[config.mk]
export PLATFORM = sky130hd
export DESIGN_NAME = dom_sbox_scheduler
export DESIGN_NICKNAME = d
export VERILOG_FILES = /design/src/rtl/dom_sbox_scheduler_pkg.sv /design/src/rtl/dom_sbox_scheduler_tag_pipe.sv /design/src/rtl/dom_sbox_scheduler.sv
export SDC_FILE = /design/constraint.sdc
export NUM_CORES = 1
export LEC_CHECK = 0
export ABC_AREA = 0
export BUFFER_PORTS_ARGS = -buffer_cell sky130_fd_sc_hd__buf_2
export CORE_MARGIN = 2
export CORE_UTILIZATION = 54
export DETAILED_ROUTE_END_ITERATION = 6
export PLACE_DENSITY = 0.87
export SLEW_MARGIN = 20
export SYNTH_ARGS = -nofsm -noshare
export SYNTH_HDL_FRONTEND = slang
export SYNTH_HIERARCHICAL = 1
export SYNTH_SLANG_ARGS = --single-unit
[constraint.sdc]
create_clock -name clk -period 2.4 [get_ports clk]
set_clock_uncertainty 0.1 [all_clocks]
set_input_delay 0.48 -clock clk [delete_from_list [all_inputs] [get_ports clk]]
set_output_delay 0.48 -clock clk [all_outputs]
set_load 0.02 [all_outputs]
[src/rtl/dom_sbox_scheduler_pkg.sv]
// Shared constants and types for the masked S-box scheduler and the S-box top.
package dom_sbox_scheduler_pkg;

  localparam int SBOX_LAT_DEFAULT = 4;
  localparam int N_STATE_BYTES    = 16;
  localparam int N_KEY_BYTES      = 4;
  localparam int IDX_W_DEFAULT    = 4;

  localparam logic SEL_STATE = 1'b0;
  localparam logic SEL_KEY   = 1'b1;

  typedef enum logic [1:0] {
    ST_IDLE  = 2'd0,
    ST_ISSUE = 2'd1,
    ST_DRAIN = 2'd2,
    ST_DONE  = 2'd3
  } sched_state_e;

endpackage

[src/rtl/dom_sbox_scheduler_tag_pipe.sv]
// Fixed-depth delay line of {valid, idx, sel} tags that tracks bytes through a
// free-running pipelined datapath; async clear drops everything in flight.
module sbox_tag_pipe #(
  parameter int LAT   = 4,
  parameter int IDX_W = 4
) (
  input  logic             clk,
  input  logic             rst_n,
  input  logic             in_valid_i,
  input  logic [IDX_W-1:0] in_idx_i,
  input  logic             in_sel_i,
  output logic             out_valid_o,
  output logic [IDX_W-1:0] out_idx_o,
  output logic             out_sel_o
);

  logic             vld_q [LAT];
  logic [IDX_W-1:0] idx_q [LAT];
  logic             sel_q [LAT];

  always_ff @(posedge clk or negedge rst_n) begin
    if (!rst_n) begin
      for (int i = 0; i < LAT; i++) begin
        vld_q[i] <= 1'b0;
        idx_q[i] <= '0;
        sel_q[i] <= 1'b0;
      end
    end else begin
      vld_q[0] <= in_valid_i;
      idx_q[0] <= in_idx_i;
      sel_q[0] <= in_sel_i;
      for (int i = 1; i < LAT; i++) begin
        vld_q[i] <= vld_q[i-1];
        idx_q[i] <= idx_q[i-1];
        sel_q[i] <= sel_q[i-1];
      end
    end
  end

  assign out_valid_o = vld_q[LAT-1];
  assign out_idx_o   = idx_q[LAT-1];
  assign out_sel_o   = sel_q[LAT-1];

endmodule

[src/rtl/dom_sbox_scheduler.sv]
// Arbitrates the shared masked S-box between SubBytes and SubWord, issuing one
// byte per cycle when fresh randomness is present and aligning write-backs.
//
// state    | meaning
// IDLE     | waiting for a request; key has priority over state
// ISSUE    | one byte per cycle with rnd_valid_i, ascending index
// DRAIN    | all bytes issued, waiting for the last one to leave the pipe
// DONE     | one-cycle completion pulse for the granted requester
module dom_sbox_scheduler
  import dom_sbox_scheduler_pkg::*;
#(
  parameter int SBOX_LAT = SBOX_LAT_DEFAULT,
  parameter int N_STATE  = N_STATE_BYTES,
  parameter int N_KEY    = N_KEY_BYTES,
  parameter int IDX_W    = IDX_W_DEFAULT
) (
  input  logic             clk,
  input  logic             rst_n,
  input  logic [1:0]       req_i,
  output logic [1:0]       done_o,
  output logic             busy_o,
  input  logic             rnd_valid_i,
  output logic             rnd_ready_o,
  output logic             sbox_in_valid_o,
  output logic [IDX_W-1:0] sbox_in_idx_o,
  output logic             sbox_in_sel_o,
  output logic             wb_valid_o,
  output logic [IDX_W-1:0] wb_idx_o,
  output logic             wb_sel_o
);

  localparam logic [IDX_W-1:0] STATE_LAST = IDX_W'(N_STATE - 1);
  localparam logic [IDX_W-1:0] KEY_LAST   = IDX_W'(N_KEY - 1);

  sched_state_e     state_q, state_d;
  logic             sel_q, sel_d;
  logic [IDX_W-1:0] cnt_q, cnt_d;
  logic [IDX_W-1:0] last_q, last_d;
  logic             issue;
  logic [1:0]       done;

  always_ff @(posedge clk or negedge rst_n) begin
    if (!rst_n) begin
      state_q <= ST_IDLE;
      sel_q   <= SEL_STATE;
      cnt_q   <= '0;
      last_q  <= '0;
    end else begin
      state_q <= state_d;
      sel_q   <= sel_d;
      cnt_q   <= cnt_d;
      last_q  <= last_d;
    end
  end

  always_comb begin
    state_d = state_q;
    sel_d   = sel_q;
    cnt_d   = cnt_q;
    last_d  = last_q;
    issue   = 1'b0;
    done    = 2'b00;
    case (state_q)
      ST_IDLE: begin
        if (req_i[1]) begin
          sel_d   = SEL_KEY;
          last_d  = KEY_LAST;
          cnt_d   = '0;
          state_d = ST_ISSUE;
        end else if (req_i[0]) begin
          sel_d   = SEL_STATE;
          last_d  = STATE_LAST;
          cnt_d   = '0;
          state_d = ST_ISSUE;
        end
      end
      ST_ISSUE: begin
        if (rnd_valid_i) begin
          issue = 1'b1;
          cnt_d = cnt_q + IDX_W'(1);
          if (cnt_q == last_q) state_d = ST_DRAIN;
        end
      end
      ST_DRAIN: begin
        // Bytes leave in issue order, so the last index marks an empty pipe.
        if (wb_valid_o && (wb_idx_o == last_q)) state_d = ST_DONE;
      end
      ST_DONE: begin
        done    = (sel_q == SEL_KEY) ? 2'b10 : 2'b01;
        state_d = ST_IDLE;
      end
      default: state_d = ST_IDLE;
    endcase
  end

  assign sbox_in_valid_o = issue;
  assign rnd_ready_o     = issue;
  assign sbox_in_idx_o   = issue ? cnt_q : '0;
  assign sbox_in_sel_o   = issue & sel_q;
  assign done_o          = done;
  assign busy_o          = (state_q != ST_IDLE);

  sbox_tag_pipe #(
    .LAT   (SBOX_LAT),
    .IDX_W (IDX_W)
  ) u_tag_pipe (
    .clk         (clk),
    .rst_n       (rst_n),
    .in_valid_i  (issue),
    .in_idx_i    (sbox_in_idx_o),
    .in_sel_i    (sbox_in_sel_o),
    .out_valid_o (wb_valid_o),
    .out_idx_o   (wb_idx_o),
    .out_sel_o   (wb_sel_o)
  );

endmodule

==> results of run 1 <==
## area by class of cell
| type | instances | area [um^2] |
|---|---|---|
| clock buffers | 7 | 55.1 |
| clock inverters | 1 | 30.0 |
| fillers | 164 | 783 |
| inverters | 4 | 15.0 |
| multi-input cells | 55 | 389 |
| flip-flops and latches | 33 | 826 |
| well taps | 28 | 35.0 |
| repair buffers | 20 | 100 |
## worst paths after layout
check	start	end	slack, ns	cells after the start
setup reg to reg	state_q[1]$_DFFE_PN0P_	state_q[1]$_DFFE_PN0P_	0.44	6
min in group clk	u_tag_pipe/vld_q[2]$_DFF_PN0_	u_tag_pipe/vld_q[1]$_DFF_PN0_	0.25	0
hold reg to reg	u_tag_pipe/vld_q[2]$_DFF_PN0_	u_tag_pipe/vld_q[1]$_DFF_PN0_	0.25	0
max in group asynchronous	rst_n	u_tag_pipe/idx_q[13]$_DFF_PN0_	1.67	1
setup / recovery	state_q[1]$_DFFE_PN0P_	sbox_in_idx_o[2]	0.19	4
hold / removal	rst_n	cnt_q[2]$_DFFE_PN0P_	0.08	1
## critical path, cell delays in order, from the launching register on
cell	delay [ns]
dfrtp_1	0.44
inv_1	0.09
ha_1	0.34
and3_1	0.25
buf_2	0.17
## layout by cell type, fill, tap and decap left out, types with 2 or more instances in the layout
cell	netlist	layout
dfrtp_1	33	33
buf_2	1	20
and3_1	7	7
nor3_1	6	6
o21ai_0	5	5
nand2_1	5	5
ha_1	5	5
clkbuf_4	0	5
inv_1	4	4
a21oi_1	4	4
nor2b_1	2	2
and2_1	2	2
a22o_1	2	2
and3_2	2	2
nor2_1	2	2
## per-stage QoR
step | utilization | setup slack, ns
finish | 0.649 | 0.194
global route | 0.649 | 0.0868
CTS | 0.649 | 0.199
detailed placement | 0.611 | 0.469
global placement | 0.611 | 0.539
floorplan | - | 0.487
## logic make-up (layout without fill, tap and decap cells)
kind of cell,after synthesis,after routing,share of synthesized area
flip-flops,33,33,0.641
AND/OR/NAND/NOR,30,30,0.133
AO/OA/AOI/OAI,18,18,0.101
buffers and inverters,12,32,0.0564
adder cells (fa/ha/maj),5,5,0.0486
multiplexers,2,2,0.0194
## registers in the layout, summed over array words and instances (netlist names)
| name | flops |
|---|---|
| u_tag_pipe/out_valid_o | 1 |
| u_tag_pipe/idx_q | 12 |
| u_tag_pipe/sel_q | 3 |
| u_tag_pipe/out_idx_o | 4 |
| u_tag_pipe/vld_q | 3 |
| state_q | 2 |
| u_tag_pipe/out_sel_o | 1 |
| cnt_q | 4 |
| last_q | 2 |
| sel_q | 1 |
## power groups by stage
stage                     logic (mW)  registers (mW)  clock network [mW]
after floorplan                0.385           0.732                   0
after global routing           0.548           0.752               0.464
after global placement         0.463           0.740                   0
final                          0.495           0.739               0.424
after detailed placement       0.493           0.748                   0
after CTS                      0.499           0.737               0.436
## per-layer routing
layer / up-vias / track usage / wire [um]
met1: 398 / 0.205 / 875
met2: 32 / 0.279 / 1040
met5: - / 0 / 0
met4: 0 / 0.120 / 65
met3: 9 / 0.0857 / 130
li1: 379 / - / -
==> impl_results.md, run 1 <==
- DR DRC count: 0
- Largest net degree at the start of global routing: 34
- Comb power frac: 0.299
- Syn_nets: 110
- Max Clock Freq: roughly 0.45 GHz
- Critical path type: flip-flop to primary output
- TritonCTS Buffers: 5
- Share of post-route cells with drive strength above 1: 0.283
- Drt first pass iters: 4
- Top cell type's share of synthesized area: 0.641
- Hold_buf cts: 0
- Worst vdd ir: slightly above 800 uV
- # Max-Cap Violations: 0
- Synth Instances: 100
- Placed insts: 140
- CTS Root Cell: clkbuf_4
- Site Rows: 17
- Syn_area_per_cell: around 13 um^2
- Most area-consuming cells after synthesis: dfrtp_1, ha_1, and3_1
- Crit. End Element: primary output
- Leakage: 0.788 nW
- Share of flip-flops with an asynchronous set or reset: 1.00
- Sequential share of the synthesized area: 0.641
- Sink Count: 33
- CP Max Fanout: 11
- ANT cells: 0
- Synth warn: 6
- Routed len/inst: between 10 and 15 um
- PortBufs: 20
- WHS: roughly 0.084 ns
- Core area: between 2000 and 2500 um^2
- Final hold violation count: 0
- Gr ovfl total: 0
- Worst path required time: 1.82 ns
- Worst Max-Slew Pin Slew: 0.690 ns
- Area leader, netlist: dfrtp_1
- Count leader, synth: dfrtp_1
- PD cells: between 1000 and 1500 nW/um^2
- P_int: approximately 1.1 mW
- Finished Layout Cells: roughly 150
- I/O pin cnt: 21
- Post-synthesis register bit count: 33
- CTS max path bufs: 2
- Die width: around 53 um
- First-pass GRT wire length: 3460 um
- Library cells used by synthesis: 30
- EDFF count, synth: 0
- Antenna-violating nets left: 0
- Final slew viol count: 0
- Minimum clock period: roughly 2.2 ns
- Vias in the first global route: around 800
- Post-DP HPWL: 1470 um
- Top_reg_cell synth: dfrtp_1
- Slew HR: 0.540
- Reg power frac: 0.446
- Starting density of the core: 0.576
- Post-cts resize count: 0
- Initial antenna violation count: 0
- Most common library cells after synthesis: dfrtp_1, and3_1, nor3_1
- Final setup fails: 0
- DRT iter0 DRCs: 21
- Switch Pwr: between 0.5 and 0.6 mW
- RSZ-0062 raised after global routing: false
- Switching share of power: 0.329
- Status: complete, no violations
- Startpoint types: flip-flop
- Final nets: between 100 and 150
- Die height: around 53 um
- Via count: between 800 and 900
- Post-CTS Setup Bufs: 0
- Fin crit share: 0.919
- Clock latency at the later pin of the worst-skew pair: between 0.3 and 0.4 ns
- Post-DP Area: between 1000 and 1500 um^2
- Clock power frac: 0.256
- Total power draw: roughly 1.7 mW
- Gr usage total: 0.184
- Die ar.: ~2800 um^2
- CTS tree: done
- Setup tns final: 0 ns
- Worst-path clk slew: about 0.1 ns
- DR vias/cell: around 5.5
- Routability cong.: 0.859
- Worst Hold Class: input port to async pin
- Final Cell Area: about 1500 um^2
- Critical Path AT: approximately 1.6 ns
- Clock H-tree levels: 2
- Final wirelength: 2110 um
- P&R area growth vs syn: 12.6%
- Post-Syn Area: approximately 1300 um^2
No activity file was read; power rests on OpenSTA's default activity.
==> run 2, diff against run 1 <==
Settings changed: CORE_MARGIN 2 to not set, CORE_UTILIZATION 54 to 35, PLACE_DENSITY 0.87 to 0.64.
==> impl_results.md, run 2 (same netlist as run 1, synthesis figures left out) <==
- Status: complete, no violations (unchanged)
- CP Max Fanout: 11 (unchanged)
- Drt first pass iters: 4 (unchanged)
- Die width: 62.7 um (was 52.8 um)
- I/O pin cnt: 21 (unchanged)
- DRT iter0 DRCs: 46 (was 21)
- Post-cts resize count: 0 (unchanged)
- Share of post-route cells with drive strength above 1: 0.277 (was 0.283)
- Post-place setup slack: 0.476 ns (was 0.469 ns)
- PD cells: 1110 nW/um^2 (was 1140 nW/um^2)
- Gr ovfl total: 0 (unchanged)
- Reg area: 826 um^2 (unchanged)
- Multi-input gate area: 389 um^2 (unchanged)
- Most frequent cells in the layout: dfrtp_1, buf_2, and3_1 (unchanged)
- TritonCTS Buffers: 5 (unchanged)
- Max Clock Freq: 0.462 GHz (was 0.453 GHz)
- Post-CTS Setup Bufs: 0 (unchanged)
- Gr usage total: 0.129 (was 0.184)
- CTS max path bufs: 2 (unchanged)
- Met3 wire length: 113 um (was 130 um)
- Worst vdd ir: 356 uV (was 820 uV)
- Setup ws final: 0.237 ns (was 0.194 ns)
- Routability cong.: 0.712 (was 0.859)
- Max reg flops: 12 (unchanged)
- Startpoint types: flip-flop (unchanged)
- Antenna-violating nets left: 0 (unchanged)
- Worst Max-Slew Pin Slew: 0.708 ns (was 0.690 ns)
- Critical path type: flip-flop to primary output (unchanged)
- Final nets: 129 (unchanged)
- Minimum clock period: 2.16 ns (was 2.21 ns)
- Die ar.: 3930 um^2 (was 2790 um^2)
- Met2 Wirelength: 1120 um (was 1040 um)
- Fin util: 0.428 (was 0.649)
- RSZ-0062 raised after global routing: false (unchanged)
- Hold_buf cts: 0 (unchanged)
- Clock H-tree levels: 2 (unchanged)
- Setup tns final: 0 ns (unchanged)
- P&R area growth vs syn: 14.5% (was 12.6%)
- Crit. End Element: primary output (unchanged)
- Critical Path AT: 1.58 ns (was 1.63 ns)
- DR top layer: met4 (unchanged)
- Commonest non-fill, non-tap cell in the layout: dfrtp_1 (unchanged)
- CTS tree: done (unchanged)
- Final hold violation count: 0 (unchanged)
- Worst-path clk slew: 0.07 ns (was 0.10 ns)
- Slew HR: 0.528 (was 0.540)
- Initial antenna violation count: 0 (unchanged)
- Fill cell count: 332 (was 164)
- Vias in the first global route: 767 (was 797)
- CTS Root Cell: clkbuf_8 (was clkbuf_4)
- Clock latency at the later pin of the worst-skew pair: 0.28 ns (was 0.33 ns)
- DR DRC count: 0 (unchanged)
- # Max-Cap Violations: 0 (unchanged)
- Core area: 3440 um^2 (was 2230 um^2)
- Worst Hold Class: input port to async pin (unchanged)
- Routed len/inst: 13.7 um (was 14.3 um)
- Top reg by flops: u_tag_pipe/idx_q (unchanged)
- Die height: 62.7 um (was 52.8 um)
- Largest net degree at the start of global routing: 34 (unchanged)
- Fin crit share: 0.901 (was 0.919)
- R2R Setup Slk: 0.44 ns (about the same)
- Starting density of the core: 0.374 (was 0.576)
- Site Rows: 21 (was 17)
- Final slew viol count: 0 (unchanged)
- Leakage: 0.787 nW (was 0.788 nW)
- Final setup fails: 0 (unchanged)
- Worst path required time: 1.82 ns (about the same)
- Post-DP HPWL: 1540 um (was 1470 um)
- DR vias/cell: 4.92 (was 5.53)
- First-pass GRT wire length: 3680 um (was 3460 um)
- Via count: 811 (was 818)
- ANT cells: 0 (unchanged)
- Final wirelength: 2260 um (was 2110 um)
- Sink Count: 33 (unchanged)
- Metal-1 WL: 966 um (was 875 um)
- PortBufs: 20 (unchanged)
[run 2: cell types whose count changed in the layout (fill, tap and decap cells not counted)]
cell / change
clkbuf_8: +5
clkbuf_4: -5
bufinv_16: -1
[run 2: worst paths after layout]
kind / start / endpoint / depth (start not counted)
setup / recovery: state_q[1]$_DFFE_PN0P_ / sbox_in_idx_o[3] / 4
hold / removal: rst_n / u_tag_pipe/idx_q[8]$_DFF_PN0_ / 1
setup reg to reg: state_q[0]$_DFFE_PN0P_ / state_q[1]$_DFFE_PN0P_ / 6
hold reg to reg: u_tag_pipe/idx_q[11]$_DFF_PN0_ / u_tag_pipe/idx_q[7]$_DFF_PN0_ / 0
max in group asynchronous: rst_n / u_tag_pipe/idx_q[7]$_DFF_PN0_ / 1
min in group clk: u_tag_pipe/idx_q[11]$_DFF_PN0_ / u_tag_pipe/idx_q[7]$_DFF_PN0_ / 0
[run 2: power by group]
| part | internal, mW | switching (mW) | leakage, nW |
|---|---|---|---|
| Sequential | 0.655 | 0.0902 | 0.442 |
| Clock | 0.227 | 0.184 | 0.0443 |
| Combinational | 0.208 | 0.273 | 0.301 |
| Total | 1.09 | 0.547 | 0.787 |
[run 2: layout make-up]
type / count / share of cell area
flip-flops and latches: 33 / 0.560
well taps: 46 / 0.0390
inverters: 4 / 0.0102
multi-input cells: 55 / 0.264
clock buffers: 7 / 0.0586
repair buffers: 20 / 0.0679
[run 2: worst max-delay path: stages (launching register included)]
cell	delay, ns
dfrtp_1	0.42
inv_1	0.09
ha_1	0.36
and3_1	0.25
buf_2	0.17
[run 2: stage by stage]
stage / std cells / total power [mW] / hold WS [ns] / cell area (um^2)
after detailed placement: 158 / 1.24 / 0.235 / 1390
final: 165 / 1.64 / 0.147 / 1470
after floorplan: 100 / 1.12 / 0.0844 / 1290
after global placement: 158 / 1.21 / 0.233 / 1390
after CTS: 165 / 1.65 / 0.164 / 1470
after global routing: 165 / 1.74 / 0.208 / 1470
[run 2: routing by layer]
layer,vias to the layer above,global-route usage
met3,7,0.0438
met5,-,0
met4,0,0.0988
li1,378,-
met2,26,0.193
met1,400,0.152
